**src/rtl/noc_arb_cmd_pkg.sv**
```systemverilog
// Shared definitions for the arbiter command driver: command codes, port
// indices, FSM state encoding and a port one-hot helper.
package noc_arb_cmd_pkg;

    localparam int NPORT = 5;

    localparam logic [2:0] PORT_L = 3'd0;
    localparam logic [2:0] PORT_N = 3'd1;
    localparam logic [2:0] PORT_E = 3'd2;
    localparam logic [2:0] PORT_W = 3'd3;
    localparam logic [2:0] PORT_S = 3'd4;

    localparam logic [5:0] NOREQ1 = 6'd1;
    localparam logic [5:0] REQFL  = 6'd2,  REQFN  = 6'd3,  REQFE  = 6'd4,  REQFW  = 6'd5,  REQFS  = 6'd6;
    localparam logic [5:0] NOREQ7 = 6'd7;
    localparam logic [5:0] REQFLN = 6'd8,  REQFLE = 6'd9,  REQFLW = 6'd10, REQFLS = 6'd11, REQFLL = 6'd12;
    localparam logic [5:0] REQFNE = 6'd13, REQFNW = 6'd14, REQFNS = 6'd15, REQFNL = 6'd16, REQFNN = 6'd17;
    localparam logic [5:0] REQFEW = 6'd18, REQFES = 6'd19, REQFEL = 6'd20, REQFEN = 6'd21, REQFEE = 6'd22;
    localparam logic [5:0] REQFWS = 6'd23, REQFWL = 6'd24, REQFWN = 6'd25, REQFWE = 6'd26, REQFWW = 6'd27;
    localparam logic [5:0] REQFSL = 6'd28, REQFSN = 6'd29, REQFSE = 6'd30, REQFSW = 6'd31, REQFSS = 6'd32;

    typedef enum logic [1:0] {
        ST_IDLE,
        ST_REQ,
        ST_GAP,
        ST_DONE
    } state_e;

    function automatic logic [4:0] port_onehot(input logic [2:0] p);
        return 5'b00001 << p;
    endfunction

endpackage

```
**src/rtl/arb_cmd_decode.sv**
```systemverilog
// Combinational decode of a request-scenario command into a legality flag,
// the number of requests and the two port indices.
module arb_cmd_decode
    import noc_arb_cmd_pkg::*;
(
    input  logic [5:0] cmd_i,
    output logic       valid_o,
    output logic [1:0] nreq_o,
    output logic [2:0] first_o,
    output logic [2:0] second_o
);

    logic [5:0] k;
    logic [5:0] sum;

    always_comb begin
        valid_o  = 1'b0;
        nreq_o   = 2'd0;
        first_o  = PORT_L;
        second_o = PORT_L;
        k        = cmd_i - REQFLN;
        // pair codes: first = k/5, second = first + 1 + k%5 wrapped to 0..4
        sum      = (k / 6'd5) + (k % 6'd5) + 6'd1;
        if (cmd_i == NOREQ1 || cmd_i == NOREQ7) begin
            valid_o = 1'b1;
        end else if (cmd_i >= REQFL && cmd_i <= REQFS) begin
            valid_o = 1'b1;
            nreq_o  = 2'd1;
            first_o = 3'(cmd_i - REQFL);
        end else if (cmd_i >= REQFLN && cmd_i <= REQFSS) begin
            valid_o  = 1'b1;
            nreq_o   = 2'd2;
            first_o  = 3'(k / 6'd5);
            second_o = (sum >= 6'd5) ? 3'(sum - 6'd5) : 3'(sum);
        end
    end

endmodule

```
**src/rtl/arb_cmd_driver.sv**
```systemverilog
// Executes one request-scenario command against the round-robin arbiter:
// drives req lines, logs grants, and pulses done on completion or abort.
//   state   | meaning
//   IDLE    | cmd_ready high, waiting for a command
//   REQ     | requests driven, waiting for grants (timeout armed)
//   GAP     | one cycle with requests low before a same-port re-request
//   DONE    | done/err pulse, back to IDLE
module arb_cmd_driver
    import noc_arb_cmd_pkg::*;
#(
    parameter int TIMEOUT = 16
) (
    input  logic       clk,
    input  logic       rst,
    input  logic [5:0] cmd,
    input  logic       cmd_valid,
    output logic       cmd_ready,
    output logic [4:0] arb_req,
    input  logic [4:0] arb_gnt,
    output logic       done,
    output logic       err,
    output logic [2:0] gnt_first,
    output logic [2:0] gnt_second,
    output logic [1:0] gnt_cnt
);

    localparam int TW = $clog2(TIMEOUT + 1);
    localparam logic [TW-1:0] TMR_LOAD = TW'(TIMEOUT - 1);

    state_e          state_q, state_d;
    logic [4:0]      req_q, req_d;
    logic            done_q, done_d;
    logic            err_q, err_d;
    logic [2:0]      first_q, first_d;
    logic [2:0]      second_q, second_d;
    logic [1:0]      cnt_q, cnt_d;
    logic [TW-1:0]   tmr_q, tmr_d;
    logic            same_q, same_d;
    logic [2:0]      port_q, port_d;

    logic            dec_valid;
    logic [1:0]      dec_nreq;
    logic [2:0]      dec_first;
    logic [2:0]      dec_second;
    logic [4:0]      eff_gnt;
    logic            gnt_hit;
    logic [2:0]      gnt_idx;

    arb_cmd_decode u_decode (
        .cmd_i    (cmd),
        .valid_o  (dec_valid),
        .nreq_o   (dec_nreq),
        .first_o  (dec_first),
        .second_o (dec_second)
    );

    assign eff_gnt = arb_gnt & req_q;

    always_comb begin
        gnt_hit = |eff_gnt;
        gnt_idx = 3'd0;
        for (int i = NPORT - 1; i >= 0; i--) begin
            if (eff_gnt[i]) gnt_idx = 3'(i);
        end
    end

    always_comb begin
        state_d  = state_q;
        req_d    = req_q;
        err_d    = err_q;
        first_d  = first_q;
        second_d = second_q;
        cnt_d    = cnt_q;
        tmr_d    = tmr_q;
        same_d   = same_q;
        port_d   = port_q;
        case (state_q)
            ST_IDLE: begin
                if (cmd_valid) begin
                    err_d    = 1'b0;
                    first_d  = 3'd0;
                    second_d = 3'd0;
                    cnt_d    = 2'd0;
                    tmr_d    = TMR_LOAD;
                    if (!dec_valid) begin
                        err_d   = 1'b1;
                        state_d = ST_DONE;
                    end else if (dec_nreq == 2'd0) begin
                        state_d = ST_DONE;
                    end else begin
                        state_d = ST_REQ;
                        same_d  = (dec_nreq == 2'd2) && (dec_second == dec_first);
                        port_d  = dec_first;
                        req_d   = port_onehot(dec_first);
                        if (dec_nreq == 2'd2 && dec_second != dec_first)
                            req_d = req_d | port_onehot(dec_second);
                    end
                end
            end
            ST_REQ: begin
                if (gnt_hit) begin
                    req_d = req_q & ~port_onehot(gnt_idx);
                    if (cnt_q == 2'd0) first_d = gnt_idx;
                    else               second_d = gnt_idx;
                    cnt_d = cnt_q + 2'd1;
                    tmr_d = TMR_LOAD;
                    if (req_d == 5'd0) state_d = same_q ? ST_GAP : ST_DONE;
                end else if (tmr_q == '0) begin
                    err_d   = 1'b1;
                    req_d   = 5'd0;
                    same_d  = 1'b0;
                    state_d = ST_DONE;
                end else begin
                    tmr_d = tmr_q - 1'b1;
                end
            end
            ST_GAP: begin
                req_d   = port_onehot(port_q);
                same_d  = 1'b0;
                tmr_d   = TMR_LOAD;
                state_d = ST_REQ;
            end
            default: begin
                state_d = ST_IDLE;
            end
        endcase
        done_d = (state_d == ST_DONE);
    end

    always_ff @(posedge clk or negedge rst) begin
        if (!rst) begin
            state_q  <= ST_IDLE;
            req_q    <= 5'd0;
            done_q   <= 1'b0;
            err_q    <= 1'b0;
            first_q  <= 3'd0;
            second_q <= 3'd0;
            cnt_q    <= 2'd0;
            tmr_q    <= '0;
            same_q   <= 1'b0;
            port_q   <= 3'd0;
        end else begin
            state_q  <= state_d;
            req_q    <= req_d;
            done_q   <= done_d;
            err_q    <= err_d;
            first_q  <= first_d;
            second_q <= second_d;
            cnt_q    <= cnt_d;
            tmr_q    <= tmr_d;
            same_q   <= same_d;
            port_q   <= port_d;
        end
    end

    assign cmd_ready  = (state_q == ST_IDLE);
    assign arb_req    = req_q;
    assign done       = done_q;
    assign err        = err_q;
    assign gnt_first  = first_q;
    assign gnt_second = second_q;
    assign gnt_cnt    = cnt_q;

endmodule

```
**config.mk**
```make
export PLATFORM = sky130hd
export DESIGN_NAME = arb_cmd_driver
export DESIGN_NICKNAME = d
export VERILOG_FILES = /design/src/rtl/noc_arb_cmd_pkg.sv /design/src/rtl/arb_cmd_decode.sv /design/src/rtl/arb_cmd_driver.sv
export SDC_FILE = /design/constraint.sdc
export NUM_CORES = 1
export LEC_CHECK = 0
export ABC_AREA = 1
export CELL_PAD_IN_SITES_DETAIL_PLACEMENT = 1
export CELL_PAD_IN_SITES_GLOBAL_PLACEMENT = 2
export CORE_ASPECT_RATIO = 1.25
export CORE_MARGIN = 1.5
export CORE_UTILIZATION = 34
export CTS_CLUSTER_DIAMETER = 200
export DETAILED_ROUTE_END_ITERATION = 8
export HOLD_SLACK_MARGIN = 0.06
export PLACE_DENSITY = 0.93
export RECOVER_POWER = 100
export SLEW_MARGIN = 30
export SYNTH_ARGS = -nofsm -noshare
export SYNTH_HDL_FRONTEND = slang
export SYNTH_SLANG_ARGS = --single-unit
```
**constraint.sdc**
```tcl
create_clock -name clk -period 5.1 [get_ports clk]
set_input_delay 1.53 -clock clk [delete_from_list [all_inputs] [get_ports clk]]
set_output_delay 1.53 -clock clk [all_outputs]
set_load 0.02 [all_outputs]
```
==> results of run 1 <==
## placed cells by master, fill, tap and decap left out, drive strengths merged
cell and n:
a32oi 1, clkbuf 7, o21a 4, nand3 45
dfrtp 26, o22ai 4, or2 3, nor3 9
nand3b 3, xnor2 1, dlygate4sd2 1, clkinvlp 2
o211ai 1, xor2 2, buf 88, nand4 7
a22oi 1, mux2 6, clkdlybuf4s15 1, nand2 138
nor3b 1, o31ai 1, nor2 38, dlygate4sd3 17
mux2i 1, a31oi 5, a311oi 1, clkdlybuf4s50 5
o21ai 23, inv 72, a21oi 14, clkinv 2
ha 26
## cells by family (layout without fill, tap and decap cells)
family,Yosys count,count (layout),synth area share (%)
xor gates and xnor gates,3,3,0.916
and+or+nand+nor,244,244,41.0
AOI/OAI and AO/OA,55,55,11.2
muxes,7,7,2.70
buffers and inverters,76,195,10.1
DFF,26,26,22.7
adders and majority gates,26,26,11.3
## registers in the layout (all words and copies together), names as in the netlist
signal and cells:
gnt_cnt 2, port_q 3, tmr_q 5, state_q 2, same_q 1, gnt_first 3, gnt_second 3, done 1
arb_req 5, err 1
## cells in the mapped netlist
cell / instances
mux2i_1: 1
a21oi_4: 1
inv_2: 10
clkinv_4: 1
o21ai_0: 16
dfrtp_1: 26
o31ai_1: 1
nand2_1: 123
nor2_1: 36
nor3_1: 9
nand3_1: 34
ha_1: 26
o211ai_1: 1
a31oi_1: 5
nor3b_1: 1
nand3b_1: 3
inv_1: 64
nand3_2: 8
a22oi_1: 1
o21ai_1: 7
nor2_2: 1
nand4_1: 7
a21oi_1: 13
a32oi_1: 1
nor2_4: 1
xor2_1: 2
o22ai_1: 4
nand2_2: 11
nand3_4: 3
clkinv_1: 1
or2_2: 3
nand2_8: 1
mux2_2: 6
nand2_4: 3
xnor2_1: 1
a311oi_1: 1
o21a_1: 4
## power groups by stage
stage	Sequential (mW)	Clock, mW	Combinational (mW)
global route	0.334	0.145	1.74
detailed placement	0.331	0	1.33
CTS	0.327	0.137	1.44
floorplan	0.364	0	0.836
finish	0.325	0.136	1.58
global placement	0.328	0	1.28
## final timing paths
path / slack (ns) / from / cells after the start / to
setup / recovery: -0.93 / cmd[1] / 47 / arb_req[4]
hold / removal: 0.51 / gnt_second[2] / 1 / gnt_second[2]
setup reg to reg: 2.49 / state_q[1] / 7 / gnt_second[2]
hold reg to reg: 0.51 / gnt_second[2] / 1 / gnt_second[2]
max in group asynchronous: 2.86 / rst / 2 / same_q
min in group asynchronous: 1.50 / rst / 1 / tmr_q[0]
## repair_timing
| item | CTS | global route |
|---|---|---|
| buffers inserted | 23 | 14 |
| setup endpoints to repair | 7 | 6 |
| pin swaps | 38 | 38 |
| hold buffers | 0 | 0 |
| resized for setup | 60 | 29 |
| hold endpoints to repair | 0 | 0 |
## stage by stage
| stage | utilization [%] | area (sq um) | hold WS, ns | cells |
|---|---|---|---|---|
| final | 53.3 | 4370 | 0.509 | 653 |
| after global routing | 53.3 | 4370 | 0.533 | 653 |
| after floorplan | - | 2980 | 0.487 | 437 |
| after global placement | 45.9 | 3760 | 0.490 | 613 |
| after detailed placement | 45.9 | 3760 | 0.496 | 613 |
| after CTS | 50.5 | 4140 | 0.518 | 639 |
## cell type report
class,count,area [sq um],area share [%]
Inverter,76,308,7.04
Clock buffer,4,55.1,1.26
Sequential cell,26,651,14.9
Multi-Input combinational cell,335,2300,52.5
Timing Repair Buffer,115,940,21.5
Tap cell,97,121,2.78
## layer usage
metal / vias to the layer above / part of all wire (%) / global-route usage (%)
li1: 1651 / - / -
met1: 1644 / 37 / 22.1
met2: 64 / 58 / 47.7
met3: 30 / 1.9 / 1.17
met4: 0 / 3.5 / 6.79
met5: - / 0 / 0
==> impl_metrics.env, run 1 <==
export IMPL_seqPwrFrac_pct=15.9
export IMPL_yosys_register_bits=26
export IMPL_fin_setup_tns_ns=-5.15
export IMPL_cp_slowest_cell="ha_4"
export IMPL_clk_pin_slew_ns=0.09
export IMPL_run_status="finished with violations"
export IMPL_port_buffers=29
export IMPL_io_pins=30
export IMPL_worstSetupEndpointType="register"
export IMPL_start_kind="input pin"
export IMPL_yosys_area_top_type_share_pct=22.7
export IMPL_clk_latency_ns=0.27
export IMPL_setup_viol=6
export IMPL_max_cap_violations=0
export IMPL_slowest_delay_ns=0.26
export IMPL_ir_drop_v=0.000227
export IMPL_cts_htree_levels=1
export IMPL_yosysWarnings=0
export IMPL_grt_pass1_wl_um=16400
export IMPL_tritoncts="yes"
export IMPL_drive_gt1_share_pct=35.1
export IMPL_power_per_cell_area_nw_per_um2=467
export IMPL_clock_path_buffers=2
export IMPL_rows=37
export IMPL_syn_area_sq_um=2870
export IMPL_violations="DRC, setup timing"
export IMPL_holdCritPathClass="reg -> reg"
export IMPL_drcViolationCount=2
export IMPL_switchingPower_mw=1.05
export IMPL_skew_ns=0.00356
export IMPL_cts_root_buf="clkbuf_8"
export IMPL_leakage_nw=2.27
export IMPL_synth_distinct_cells=37
export IMPL_drt_iter0_drc=76
export IMPL_finalWorstSetupSlack_ns=-0.925
export IMPL_start_util_pct=35.0
export IMPL_critPathArrivalTime_ns=6.24
export IMPL_syn_inst=437
export IMPL_gr_usage_all_layers_pct=22.4
export IMPL_combPwrFrac_pct=77.4
export IMPL_drtPass1Iterations=6
export IMPL_hold_viol=0
export IMPL_switching_share_pct=51.4
export IMPL_intPower_uw=991
export IMPL_vias_per_cell=5.19
export IMPL_die_height_um=106
export IMPL_ys_seq_area_share_pct=22.7
export IMPL_antenna_found_initial=0
export IMPL_syn_nets=477
export IMPL_hpwlAfterDp_um=7200
export IMPL_critical_path_top_delay_family="simple AND/OR/NAND/NOR gates"
export IMPL_grt_pass1_vias=3653
export IMPL_wl_per_cell_um=16.4
export IMPL_post_route_period_util_pct=118
export IMPL_power_mw=2.04
export IMPL_synth_avg_cell_area_sq_um=6.57
export IMPL_grt_max_degree=24
export IMPL_slew_viol_final=0
export IMPL_cp_num_buf_inv=8
export IMPL_areaGrowthSynthToFinish_pct=52.3
export IMPL_die_area_sq_um=9010
export IMPL_slew_headroom_pct=17.0
export IMPL_fill_cells=1028
export IMPL_critPathMostFrequentCell="nand2_4"
export IMPL_pwr_share_clk_pct=6.6
export IMPL_core_area_sq_um=8190
export IMPL_period_needed_ns=6.03
export IMPL_antenna_cells=0
export IMPL_crit_type="in -> reg"
export IMPL_worstPathMaxFanout=6
export IMPL_cts_sinks=26
export IMPL_synth_top_cell_by_area="dfrtp_1"
export IMPL_fin_nets=597
export IMPL_postRouteAntennaNets=0
export IMPL_num_vias=3389
export IMPL_finalWirelength_um=10700
export IMPL_worst_pin_slew_ns=1.24
export IMPL_place_congestion=0.841
export IMPL_crit_required_ns=5.32
export IMPL_post_place_ws_ns=-1.72
export IMPL_die_w_um=85.2
export IMPL_cts_made_buffers=3
export IMPL_synth_area_leaders="dfrtp_1 23%, nand2_1 16%, ha_1 11%"
export IMPL_grt_overflow_total=0
export IMPL_fmax_mhz=166
export IMPL_rsz0062_at_grt="true"
(Power assumes the default switching activity.)
==> inputs of run 2 (changes only) <==
--- a/config.mk
+++ b/config.mk
@@ -14,7 +14,7 @@
 export CTS_CLUSTER_DIAMETER = 200
 export DETAILED_ROUTE_END_ITERATION = 8
 export HOLD_SLACK_MARGIN = 0.06
-export PLACE_DENSITY = 0.93
+export PLACE_DENSITY_LB_ADDON = 0.1
 export RECOVER_POWER = 100
 export SLEW_MARGIN = 30
 export SYNTH_ARGS = -nofsm -noshare
==> impl_metrics.env, run 2 (synthesized netlist as in run 1, its figures left out) <==
export IMPL_run_status="finished with violations"
export IMPL_violations="DRC, setup timing"
export IMPL_slew_headroom_pct=4.06
export IMPL_worstPathMaxFanout=6
export IMPL_grt_overflow_total=0
export IMPL_final_cell_mix="105 x nand2_1, 80 x buf_4, 55 x inv_1"
export IMPL_worst_r2r_cell_count=7
export IMPL_tritoncts="yes"
export IMPL_rr_startpoint="state_q[1]"
export IMPL_cp_slowest_cell="ha_1"
export IMPL_clk_pin_slew_ns=0.09
export IMPL_vias_per_cell=4.96
export IMPL_cts_sinks=26
export IMPL_hpwlAfterDp_um=7090
export IMPL_critPathArrivalTime_ns=6.14
export IMPL_r2r_end="gnt_second[1]"
export IMPL_port_buffers=29
export IMPL_io_pins=30
export IMPL_start_kind="input pin"
export IMPL_post_place_ws_ns=-1.71
export IMPL_wl_per_cell_um=14.7
export IMPL_final_common_cell="nand2_1"
export IMPL_fin_setup_tns_ns=-4.87
export IMPL_core_area_sq_um=8190
export IMPL_fill_cells=1061
export IMPL_post_route_period_util_pct=116
export IMPL_period_needed_ns=5.94
export IMPL_hold_buffers=0
export IMPL_crit_type="in -> reg"
export IMPL_finalWorstSetupSlack_ns=-0.840
export IMPL_reg2reg_setup_slack_ns=2.67
export IMPL_slowest_delay_ns=0.26
export IMPL_place_congestion=0.845
export IMPL_drt_iter0_drc=82
export IMPL_worstSetupEndpointType="register"
export IMPL_start_util_pct=35.0
export IMPL_cp_startpoint="cmd[1]"
export IMPL_slew_viol_final=0
export IMPL_hold_viol=0
export IMPL_grt_pass1_wl_um=15600
export IMPL_antenna_cells=0
export IMPL_cts_root_buf="clkbuf_8"
export IMPL_power_mw=2.05
export IMPL_die_height_um=106
export IMPL_areaGrowthSynthToFinish_pct=51.7
export IMPL_clock_path_buffers=2
export IMPL_die_w_um=85.2
export IMPL_drive_gt1_share_pct=35.3
export IMPL_worstSetupEndpoint="same_q"
export IMPL_drcViolationCount=4
export IMPL_grt_pass1_vias=3425
export IMPL_cts_htree_levels=1
export IMPL_worst_pin_slew_ns=1.44
export IMPL_fin_nets=596
export IMPL_gr_usage_all_layers_pct=21.3
export IMPL_max_cap_violations=0
export IMPL_die_area_sq_um=9010
export IMPL_power_per_cell_area_nw_per_um2=470
export IMPL_critPathMostFrequentCell="buf_4"
export IMPL_crit_required_ns=5.30
export IMPL_final_cells=652
export IMPL_setup_viol=6
export IMPL_fmax_mhz=168
export IMPL_dp_cells=616
export IMPL_holdCritPathClass="reg -> reg"
export IMPL_clk_latency_ns=0.27
export IMPL_postRouteAntennaNets=0
export IMPL_finalWirelength_um=9610
export IMPL_cts_made_buffers=3
export IMPL_skew_ns=0.00167
export IMPL_num_vias=3232
export IMPL_ir_drop_v=0.000220
export IMPL_antenna_found_initial=0
export IMPL_drtPass1Iterations=6
export IMPL_rows=37
export IMPL_leakage_nw=2.25
export IMPL_rsz0062_at_grt="true"
export IMPL_grt_max_degree=27
-- run 2: cell types whose count changed in the layout (fill, tap and decap cells not counted), moves of 2 or more --
cell,previous run,this run
nand2_2,15,21
inv_2,16,12
nand2_4,15,11
buf_6,1,4
inv_1,52,55
o21ai_1,9,6
o21ai_2,0,3
buf_12,2,0
clkbuf_1,3,1
nand2_1,107,105
-- run 2: per-layer routing --
metal  vias to the layer above  track usage [%]  wire, um
met5                         -                0         0
li1                       1649                -         -
met3                         8            0.861       132
met4                         0             4.92       111
met1                      1540             22.3      3650
met2                        35             45.0      5710
-- run 2: how the worst min path moves through the flow --
stage | from | end | slack, ns | cells after the start
5_1_grt | gnt_first[2] | gnt_first[2] | 0.52 | 1
3_3_place_gp | gnt_second[1] | gnt_second[1] | 0.49 | 1
3_5_place_dp | err | err | 0.49 | 2
6_report | err | err | 0.50 | 2
4_1_cts | gnt_second[1] | gnt_second[1] | 0.52 | 1
2_1_floorplan | port_q[2] | port_q[2] | 0.49 | 1
-- run 2: stage by stage --
| step | cell area, sq um | util, % | hold slack, ns |
|---|---|---|---|
| 3_3_place_gp | 3780 | 46.2 | 0.490 |
| 2_1_floorplan | 2980 | - | 0.487 |
| 3_5_place_dp | 3780 | 46.2 | 0.493 |
| 4_1_cts | 4160 | 50.7 | 0.518 |
| 6_report | 4360 | 53.2 | 0.504 |
| 5_1_grt | 4360 | 53.2 | 0.522 |
-- run 2: layout make-up --
cell class	instances	area (sq um)	share of cell area, %
flip-flops and latches	26	651	14.9
inverters	76	310	7.12
repair buffers	114	928	21.3
clock buffers	3	41.3	0.948
clock inverters	1	30.0	0.689
multi-input cells	335	2270	52.2
well taps	97	121	2.79
-- run 2: timing repair --
action,CTS,global route
resized for setup,63,27
pin swaps,40,28
setup endpoints to repair,7,6
setup buffers,19,13
-- run 2: worst max-delay path, delay by kind of cell --
family                     cells  cell delay (ns)
adders and majority gates      3             0.66
and+or+nand+nor               20             1.78
buffers and inverters         15             1.65
AOI/OAI and AO/OA              5             0.53
-- run 2: power by group --
part           internal [mW]  switching [mW]  leakage, nW  total, mW
clock                  0.105          0.0690       0.0357      0.174
sequential             0.275          0.0483        0.327      0.324
combinational          0.651           0.899         1.89       1.55
